### src/rtl/rtc_bus_pkg.sv
// Shared definitions for the RTC multiplexed-bus cycle generators.
// Contents:
//   rtc_state_e   - bus-cycle state encoding, shared with the write FSM
//   DEF_T_*       - default cycle counts for each protocol phase
//   rtc_strobes_t - active-low strobe bundle {ad_n, cs_n, wr_n, rd_n}
//   STROBE_IDLE   - all strobes deasserted
//   strobes_for / bus_oe_for - per-state output decode (Moore)
package rtc_bus_pkg;

  typedef enum logic [3:0] {
    ST_IDLE,
    ST_A_AD,
    ST_A_CS,
    ST_A_WR,
    ST_A_HOLD,
    ST_A_REL,
    ST_D_CS,
    ST_D_RD,
    ST_D_END
  } rtc_state_e;

  localparam int DEF_T_STEP = 10;
  localparam int DEF_T_PW   = 50;
  localparam int DEF_T_ACC  = 40;
  localparam int DEF_T_REC  = 40;

  typedef struct packed {
    logic ad_n;
    logic cs_n;
    logic wr_n;
    logic rd_n;
  } rtc_strobes_t;

  localparam rtc_strobes_t STROBE_IDLE = rtc_strobes_t'(4'b1111);

  function automatic rtc_strobes_t strobes_for(input rtc_state_e st);
    rtc_strobes_t s;
    s = STROBE_IDLE;
    case (st)
      ST_A_AD:   s.ad_n = 1'b0;
      ST_A_CS:   begin s.ad_n = 1'b0; s.cs_n = 1'b0; end
      ST_A_WR:   begin s.ad_n = 1'b0; s.cs_n = 1'b0; s.wr_n = 1'b0; end
      ST_A_HOLD: s.ad_n = 1'b0;
      ST_D_CS:   s.cs_n = 1'b0;
      ST_D_RD:   begin s.cs_n = 1'b0; s.rd_n = 1'b0; end
      default:   s = STROBE_IDLE;
    endcase
    return s;
  endfunction

  // The address is driven only while WR is low and through the hold step,
  // so the pad is already released a full step before RD can fall.
  function automatic logic bus_oe_for(input rtc_state_e st);
    return (st == ST_A_WR) || (st == ST_A_HOLD);
  endfunction

endpackage

### src/rtl/rtc_phase_timer.sv
// Phase timer for the RTC bus FSMs.
// Ports:
//   clk, reset - clock, asynchronous active-high reset
//   clear      - zero the counter on the next edge (state entry)
//   limit      - terminal count, i.e. phase duration minus one
//   expire     - high while the counter equals limit (last cycle of phase)
module rtc_phase_timer #(
  parameter int CNT_W = 9
) (
  input  logic             clk,
  input  logic             reset,
  input  logic             clear,
  input  logic [CNT_W-1:0] limit,
  output logic             expire
);

  logic [CNT_W-1:0] cnt_q;
  logic [CNT_W-1:0] cnt_d;

  always_comb begin
    cnt_d = cnt_q + CNT_W'(1);
    if (clear) begin
      cnt_d = '0;
    end
  end

  always_ff @(posedge clk or posedge reset) begin
    if (reset) begin
      cnt_q <= '0;
    end else begin
      cnt_q <= cnt_d;
    end
  end

  assign expire = (cnt_q == limit);

endmodule

### src/rtl/rtc_read_cycle.sv
// Read bus-cycle generator for the multiplexed address/data RTC chip.
// Drives the address phase (AD, CS, WR with address on the bus), turns the
// bus around, then runs a data phase with RD low and captures the returned
// byte on the last RD-low cycle.
// Ports:
//   clk, reset          - clock, asynchronous active-high reset
//   start, addr         - request from the sequencer (accepted only in idle)
//   data_in             - bus value from the pad wrapper
//   ad_n/cs_n/wr_n/rd_n - active-low bus strobes (decoded from state only)
//   bus_oe, addr_out    - pad drive enable and latched address
//   data_out            - captured read byte, held until the next capture
//   busy, done          - cycle in progress / one-cycle completion pulse
module rtc_read_cycle
  import rtc_bus_pkg::*;
#(
  parameter int T_STEP = DEF_T_STEP,
  parameter int T_PW   = DEF_T_PW,
  parameter int T_ACC  = DEF_T_ACC,
  parameter int T_REC  = DEF_T_REC,
  parameter int CNT_W  = 9
) (
  input  logic       clk,
  input  logic       reset,
  input  logic       start,
  input  logic [7:0] addr,
  input  logic [7:0] data_in,
  output logic       ad_n,
  output logic       cs_n,
  output logic       wr_n,
  output logic       rd_n,
  output logic       bus_oe,
  output logic [7:0] addr_out,
  output logic [7:0] data_out,
  output logic       busy,
  output logic       done
);

  localparam logic [CNT_W-1:0] LAST_STEP = CNT_W'(T_STEP - 1);
  localparam logic [CNT_W-1:0] LAST_PW   = CNT_W'(T_PW - 1);
  localparam logic [CNT_W-1:0] LAST_ACC  = CNT_W'(T_ACC - 1);
  localparam logic [CNT_W-1:0] LAST_REC  = CNT_W'(T_REC - 1);

  rtc_state_e       state_q, state_d;
  logic [7:0]       addr_q, addr_d;
  logic [7:0]       data_q, data_d;
  logic             done_q, done_d;

  logic             tmr_clear;
  logic [CNT_W-1:0] tmr_limit;
  logic             tmr_expire;

  rtc_phase_timer #(.CNT_W(CNT_W)) u_timer (
    .clk    (clk),
    .reset  (reset),
    .clear  (tmr_clear),
    .limit  (tmr_limit),
    .expire (tmr_expire)
  );

  always_comb begin
    state_d   = state_q;
    addr_d    = addr_q;
    data_d    = data_q;
    done_d    = 1'b0;
    tmr_limit = '0;
    // Every phase exit is a state entry, so the counter restarts from zero.
    tmr_clear = tmr_expire;

    case (state_q)
      ST_IDLE: begin
        tmr_clear = 1'b1;
        if (start) begin
          state_d = ST_A_AD;
          addr_d  = addr;
        end
      end
      ST_A_AD: begin
        tmr_limit = LAST_STEP;
        if (tmr_expire) state_d = ST_A_CS;
      end
      ST_A_CS: begin
        tmr_limit = LAST_STEP;
        if (tmr_expire) state_d = ST_A_WR;
      end
      ST_A_WR: begin
        tmr_limit = LAST_PW;
        if (tmr_expire) state_d = ST_A_HOLD;
      end
      ST_A_HOLD: begin
        tmr_limit = LAST_STEP;
        if (tmr_expire) state_d = ST_A_REL;
      end
      ST_A_REL: begin
        tmr_limit = LAST_STEP;
        if (tmr_expire) state_d = ST_D_CS;
      end
      ST_D_CS: begin
        tmr_limit = LAST_STEP;
        if (tmr_expire) state_d = ST_D_RD;
      end
      ST_D_RD: begin
        tmr_limit = LAST_ACC;
        if (tmr_expire) begin
          state_d = ST_D_END;
          data_d  = data_in;
        end
      end
      ST_D_END: begin
        tmr_limit = LAST_REC;
        if (tmr_expire) begin
          state_d = ST_IDLE;
          done_d  = 1'b1;
        end
      end
      default: begin
        state_d = ST_IDLE;
      end
    endcase
  end

  always_ff @(posedge clk or posedge reset) begin
    if (reset) begin
      state_q <= ST_IDLE;
      addr_q  <= '0;
      data_q  <= '0;
      done_q  <= 1'b0;
    end else begin
      state_q <= state_d;
      addr_q  <= addr_d;
      data_q  <= data_d;
      done_q  <= done_d;
    end
  end

  assign {ad_n, cs_n, wr_n, rd_n} = strobes_for(state_q);
  assign bus_oe   = bus_oe_for(state_q);
  assign busy     = (state_q != ST_IDLE);
  assign done     = done_q;
  assign addr_out = addr_q;
  assign data_out = data_q;

endmodule

### config.mk
export PLATFORM = sky130hd
export DESIGN_NAME = rtc_read_cycle
export DESIGN_NICKNAME = d
export VERILOG_FILES = /design/src/rtl/rtc_bus_pkg.sv /design/src/rtl/rtc_phase_timer.sv /design/src/rtl/rtc_read_cycle.sv
export SDC_FILE = /design/constraint.sdc
export NUM_CORES = 1
export LEC_CHECK = 0
export ABC_AREA = 1
export BUFFER_PORTS_ARGS = -buffer_cell sky130_fd_sc_hd__clkbuf_2
export CAP_MARGIN = 15
export CELL_PAD_IN_SITES_DETAIL_PLACEMENT = 0
export CELL_PAD_IN_SITES_GLOBAL_PLACEMENT = 1
export CORE_ASPECT_RATIO = 0.8
export CORE_MARGIN = 10
export CORE_UTILIZATION = 33
export CTS_CLUSTER_DIAMETER = 100
export CTS_CLUSTER_SIZE = 8
export DETAILED_ROUTE_END_ITERATION = 10
export GPL_ROUTABILITY_DRIVEN = 0
export PLACE_DENSITY_LB_ADDON = 0.1
export SLEW_MARGIN = 20
export SYNTH_ARGS = -nofsm -noshare
export SYNTH_HDL_FRONTEND = slang
export SYNTH_SLANG_ARGS = --single-unit
### constraint.sdc
create_clock -name clk -period 1.4 [get_ports clk]
set_input_delay 0.28 -clock clk [delete_from_list [all_inputs] [get_ports clk]]
set_output_delay 0.28 -clock clk [all_outputs]
set_load 0.01 [all_outputs]
# ---- Word level (Yosys, flattened, before mapping)
# Index checks and enable logic that the tools add are counted.
dict set report classes {
  n_addsub 1
  eq_ne 18
  mux 19
  n_reduce_logical 10
}
# cell count
set op_table {}
lappend op_table {{2-to-1 mux 4 bit} 9}
lappend op_table {{one-hot mux 4 bit (9 select lines)} 1}
lappend op_table {{!= test 2 bit, second input constant} 9}
lappend op_table {{one-hot mux 6 bit (3 select lines)} 1}
lappend op_table {{== test 4 x 3 -> 1 bit, second input constant} 4}
lappend op_table {{adder 9 x 1 -> 9 bit, second input constant} 1}
lappend op_table {{== test 9 x 6 -> 1 bit} 1}
lappend op_table {{2-to-1 mux 9 bit} 1}
lappend op_table {{AND reduction 9 bit} 1}
lappend op_table {{== test 4 x 2 -> 1 bit, second input constant} 2}
lappend op_table {{OR reduction 4 bit} 2}
lappend op_table {{2-to-1 mux 1 bit} 7}
lappend op_table {{OR reduction 5 bit} 1}
lappend op_table {{== test 4 x 1 -> 1 bit, second input constant} 1}
lappend op_table {{== test 4 bit, second input constant} 1}
lappend op_table {{zero test 4 bit} 1}
lappend op_table {{AND reduction 2 bit} 2}
lappend op_table {{nonzero test 4 bit} 1}
lappend op_table {{OR reduction 2 bit} 1}
lappend op_table {{logical OR 1 bit} 1}
dict set report totals {
  register_bits 30
  input_bits 19
  out_inout_bits 23
  elab_cells 53
}

# ---- Depth between registers and ports, before layout
dict set report logic_depth {
  depth_word 6
  ltp_mapped 13
  mapped_depth_nobuf 13
}

# ---- Cells and area by module
# Synthesis repeated with hierarchy kept, for this count alone.
dict set report hier_totals {
  cells_unflattened 206
  area_unflattened_um2 1579.0
}
# mod instances cells_per_inst area_per_inst_um2 seq_area_each_um2
set modules_own_cells {}
lappend modules_own_cells {rtc_read_cycle 1 120 987.2 525.5}
lappend modules_own_cells {rtc_phase_timer 1 86 591.8 225.2}

# ---- Worst setup path after synthesis
# Ideal clock, no wire load.
dict set report synth_timing {
  path_kind {flip-flop to flip-flop}
  start {register state_q[3]}
  end {register state_q[0]}
  setup_ns 0.117
  arrival_ns 1.449
  required_ns 1.283
  setup_slack_ns -0.166
  stages_incl_launch_ff 13
  n_path_buf 0
  period_less_slack_ns 1.566
  path_cell_list {dfrtp_1 nor2_2 nand2_2 nand2_1 inv_2 nand2_1 nand2_1 nor2_1 nand2_2 nand2_1 nand2_1 nand2_1 nand2_1}
}
dict set report synth_between {
  elab_chain_cells 6
  elab_cells_between_ends 24
  classes_between {eq/ne: 18; mux: 2; reduce/logical: 4}
}
# item line_no
set synth_lines {}
lappend synth_lines {{from (decl)} rtc_read_cycle.sv:43} ;# rtc_state_e state_q, state_d;
lappend synth_lines {{from (signal assigned)} rtc_read_cycle.sv:128} ;# state_q <= state_d;
lappend synth_lines {{== test 4 x 3 -> 1 bit, or another cell as far along} rtc_read_cycle.sv:69} ;# case (state_q)
lappend synth_lines {{OR reduction 5 bit (no source line) / OR reduction 2 bit (equally long branches)} -}
lappend synth_lines {{one-hot mux 6 bit (3 select lines)} rtc_read_cycle.sv:69}
lappend synth_lines {{== test 9 x 6 -> 1 bit} rtc_phase_timer.sv:35} ;# assign expire = (cnt_q == limit);
lappend synth_lines {{!= test 2 bit (no source line)} -}
lappend synth_lines {{AND reduction 9 bit (no source line)} -}
# Parallel ways exist; a longest one is shown, timed or not.
# A chain may end at the register's enable or synchronous reset.

# ---- Worst setup path in the final report
dict set report layout_timing {
  start {register state_q[1]}
  end {output port ad_n}
}
dict set report layout_between {
  elab_chain_cells 3
  elab_cells_between_ends 6
  classes_between {eq/ne: 4; mux: 1; reduce/logical: 1}
}
# item line_no
set layout_lines {}
lappend layout_lines {{== test 4 x 2 -> 1 bit, or another cell as far along} rtc_bus_pkg.sv:39} ;# case (st)
lappend layout_lines {{OR reduction 4 bit (no source line) *} -}
lappend layout_lines {{2-to-1 mux 1 bit *} rtc_bus_pkg.sv:39}
lappend layout_lines {{to (decl)} rtc_read_cycle.sv:27} ;# output logic ad_n,
# Mark *: on every way between the ends. The rest lies on a longest branch, timed or not.

==> results.cfg <==
[yosys]
synth_area_leaders = dfrtp_1 (52%), nand2_1 (15%), mux2_2 (6.2%)
synth_top_area_share_pct = 51.99
yosys.area.top_type = dfrtp_1
async_reset_ff_share_pct = 100.0
synth-main-ff-cell = dfrtp_1
synth_seq_area_share_pct = 51.99
synth_edf_count = 0
synth_area_sq_mm = 0.001444
synth_most_common_cell = nand2_1
yosys-top-cells-count = nand2_1 (56), dfrtp_1 (30), nand3_1 (17)
syn_nets = 192
ys_ff_latch = 30
yosys_warnings = 0
synth_cell_type_count = 23
synthCells = 172
syn_area_per_cell_sq_um = 8.395

[critical_path]
setup.worst_path.start = state_q[1]
crit_arrival_ns = 1.45
crit_path_end_kind = output port
cp_max_fo = 4
worstPathRequired_ns = 1.12
worstSetupPathType = reg2out
reg2reg_slack_ns = -0.32
timing.rr.start = state_q[0]
start_kind = flop
rr_worst_depth = 11
reg2reg_to = u_timer.cnt_q[5]

[min_path]
hp-class = in2async

[place]
placed_cell_area_sq_mm = 0.001966
pre_cts_slack_ns = -0.3504
port_buffers = 41
hpwl_um = 3199
placed_cells = 302

[floorplan]
core_sq_mm = 0.004204
die_width_um = 93.96
die_y_um = 79.17
start_util_pct = 34.35
num_rows = 21
die_area_sq_mm = 0.007438
ios = 42

[pwr]
power_leakage_nw = 1.247
combPwrFrac_pct = 57.9
switching_power_mw = 2.037
seq_power_share_pct = 27.7
power.density_mw_per_mm2 = 2127
power.internal_mw = 2.983
clkPwrFrac_pct = 14.4
total_power_mw = 5.020
ir_drop_uv = 965.9
swShare_pct = 40.58

[grt]
grt_pass1_wl_um = 7031
grt_max_degree = 31
overflow = 0
grt_pass1_vias = 1552
grtUsageTotal_pct = 11.58
antenna_found_initial = 0

[clock_tree]
h-tree-depth = 2
clk_path_buf_depth = 2
clock_sinks = 30
tritoncts = yes
cts.root.buffer_cell = clkbuf_8
hold_buffers = 0
cts.clk_slew.worst_paths_ns = 0.07
clk_latency_ns = 0.27
cts_buffers = 5

[route]
vias = 1423
vias_per_cell = 4.419
detail-route-antenna-nets = 0
postRouteWirelength_um = 4258
routedWlPerCell_um = 13.22
drtIter0Drc = 43
dr.pass1.iters = 4
remaining_drc_errors = 0

[job]
cap_violations = 0

[outcome]
status = finished with violations
violations = negative setup slack

[final_layout]
fin_cells = 322
multi_input_area_sq_um = 768.2
area_growth_pct = 63.43
seqCellArea_sq_um = 755.7
n_antenna_cell = 0
drive_gt1_share_pct = 53.21
fin_area_sq_mm = 0.002360
final_nets = 284
fill_cells = 398

[sta]
relSlewSlack_pct = 74.06
final-setup-viol-count = 35
fin_skew_ns = 0.001873
setup_slack_ns = -0.3279
hold_viol = 0
fin_crit_sh_pct = 123.4
rsz0062_at_grt = true
clock.fmax_mhz = 578.7
finalCriticalPeriod_ns = 1.728
drv_slew = 0
worstMarginPinSlew_ns = 0.3892
-- critical path, cell delays in order, from the launching register on --
cell and delay (ns):
dfrtp_2 0.47, a21oi_2 0.19, inv_1 0.09, buf_6 0.12
nor2_4 0.11, a21oi_2 0.05, buf_2 0.13
-- what timing repair did --
action / in CTS / in global routing
setup endpoints to repair: 35 / 36
setup buffers: 9 / 4
resized for setup: 26 / 32
pin swaps: 8 / 16
-- cells in the final DEF, fill, tap and decap left out, types with 3 or more instances in the layout --
master | Yosys | final
nand3_1 | 17 | 14
nor2_1 | 16 | 14
nor3_1 | 4 | 3
nand2_4 | 1 | 5
nor2_4 | 1 | 4
dfrtp_1 | 30 | 26
dfrtp_2 | 0 | 4
nand2_8 | 0 | 3
buf_6 | 0 | 8
nand2_1 | 56 | 44
inv_1 | 15 | 13
nand2_2 | 5 | 10
buf_4 | 0 | 38
clkbuf_8 | 0 | 6
clkbuf_2 | 0 | 37
mux2_2 | 8 | 7
-- area by class of cell --
class                   instances  area share (%)
multi-input cells             123           32.56
inverters                      19           3.765
clock buffers                   6           3.499
well taps                      57           3.022
clock inverters                 2          0.5302
repair buffers                 85           24.60
flip-flops and latches         30           32.03
-- worst max-delay path by stage --
stage | end | slack, ns
2_1_floorplan | data_out[0] | -0.12
3_3_place_gp | state_q[0] | -0.30
3_5_place_dp | data_out[5] | -0.35
4_1_cts | state_q[0] | -0.29
5_1_grt | state_q[3] | -0.46
6_report | ad_n | -0.33
-- metal layers --
metal	share of wire (%)	wire length, um	vias up	track usage (%)
li1	-	-	729	-
met1	42	1778	658	12.69
met2	52	2221	34	20.48
met3	5.6	240	2	4.041
met4	0.42	18	0	3.636
met5	0	0	-	0
-- state kept, by name, summed over array words and instances (netlist names) --
register       count
data_out           8
addr_out           8
state_q            4
u_timer.cnt_q      9
done               1
-- power groups by stage --
stage	Clock, mW	Combinational, mW	Sequential, mW
after detailed placement	0	2.17	1.36
final	0.722	2.91	1.39
after global placement	0	2.13	1.33
after floorplan	0	1.09	1.42
after global routing	0.791	3.18	1.43
after CTS	0.753	2.54	1.37
-- metrics by stage --
stage / utilization (%) / hold slack (ns) / setup TNS, ns
floorplan: - / 0.3708 / -2.095
global placement: 46.76 / 0.3551 / -6.869
detailed placement: 46.76 / 0.3666 / -8.323
CTS: 52.74 / 0.06250 / -6.482
global route: 56.13 / 0.1034 / -11.38
finish: 56.13 / 0.05475 / -7.725
-- kinds of logic after synthesis --
family                   share of synthesized area, %
buffers and inverters                           5.198
AND/OR/NAND/NOR                                 32.32
AO/OA/AOI/OAI                                   2.166
XOR/XNOR                                        1.213
multiplexers                                    6.239
flip-flops                                      51.99
adder cells (fa/ha/maj)                        0.8664
No activity file was read; power rests on OpenSTA's default activity.
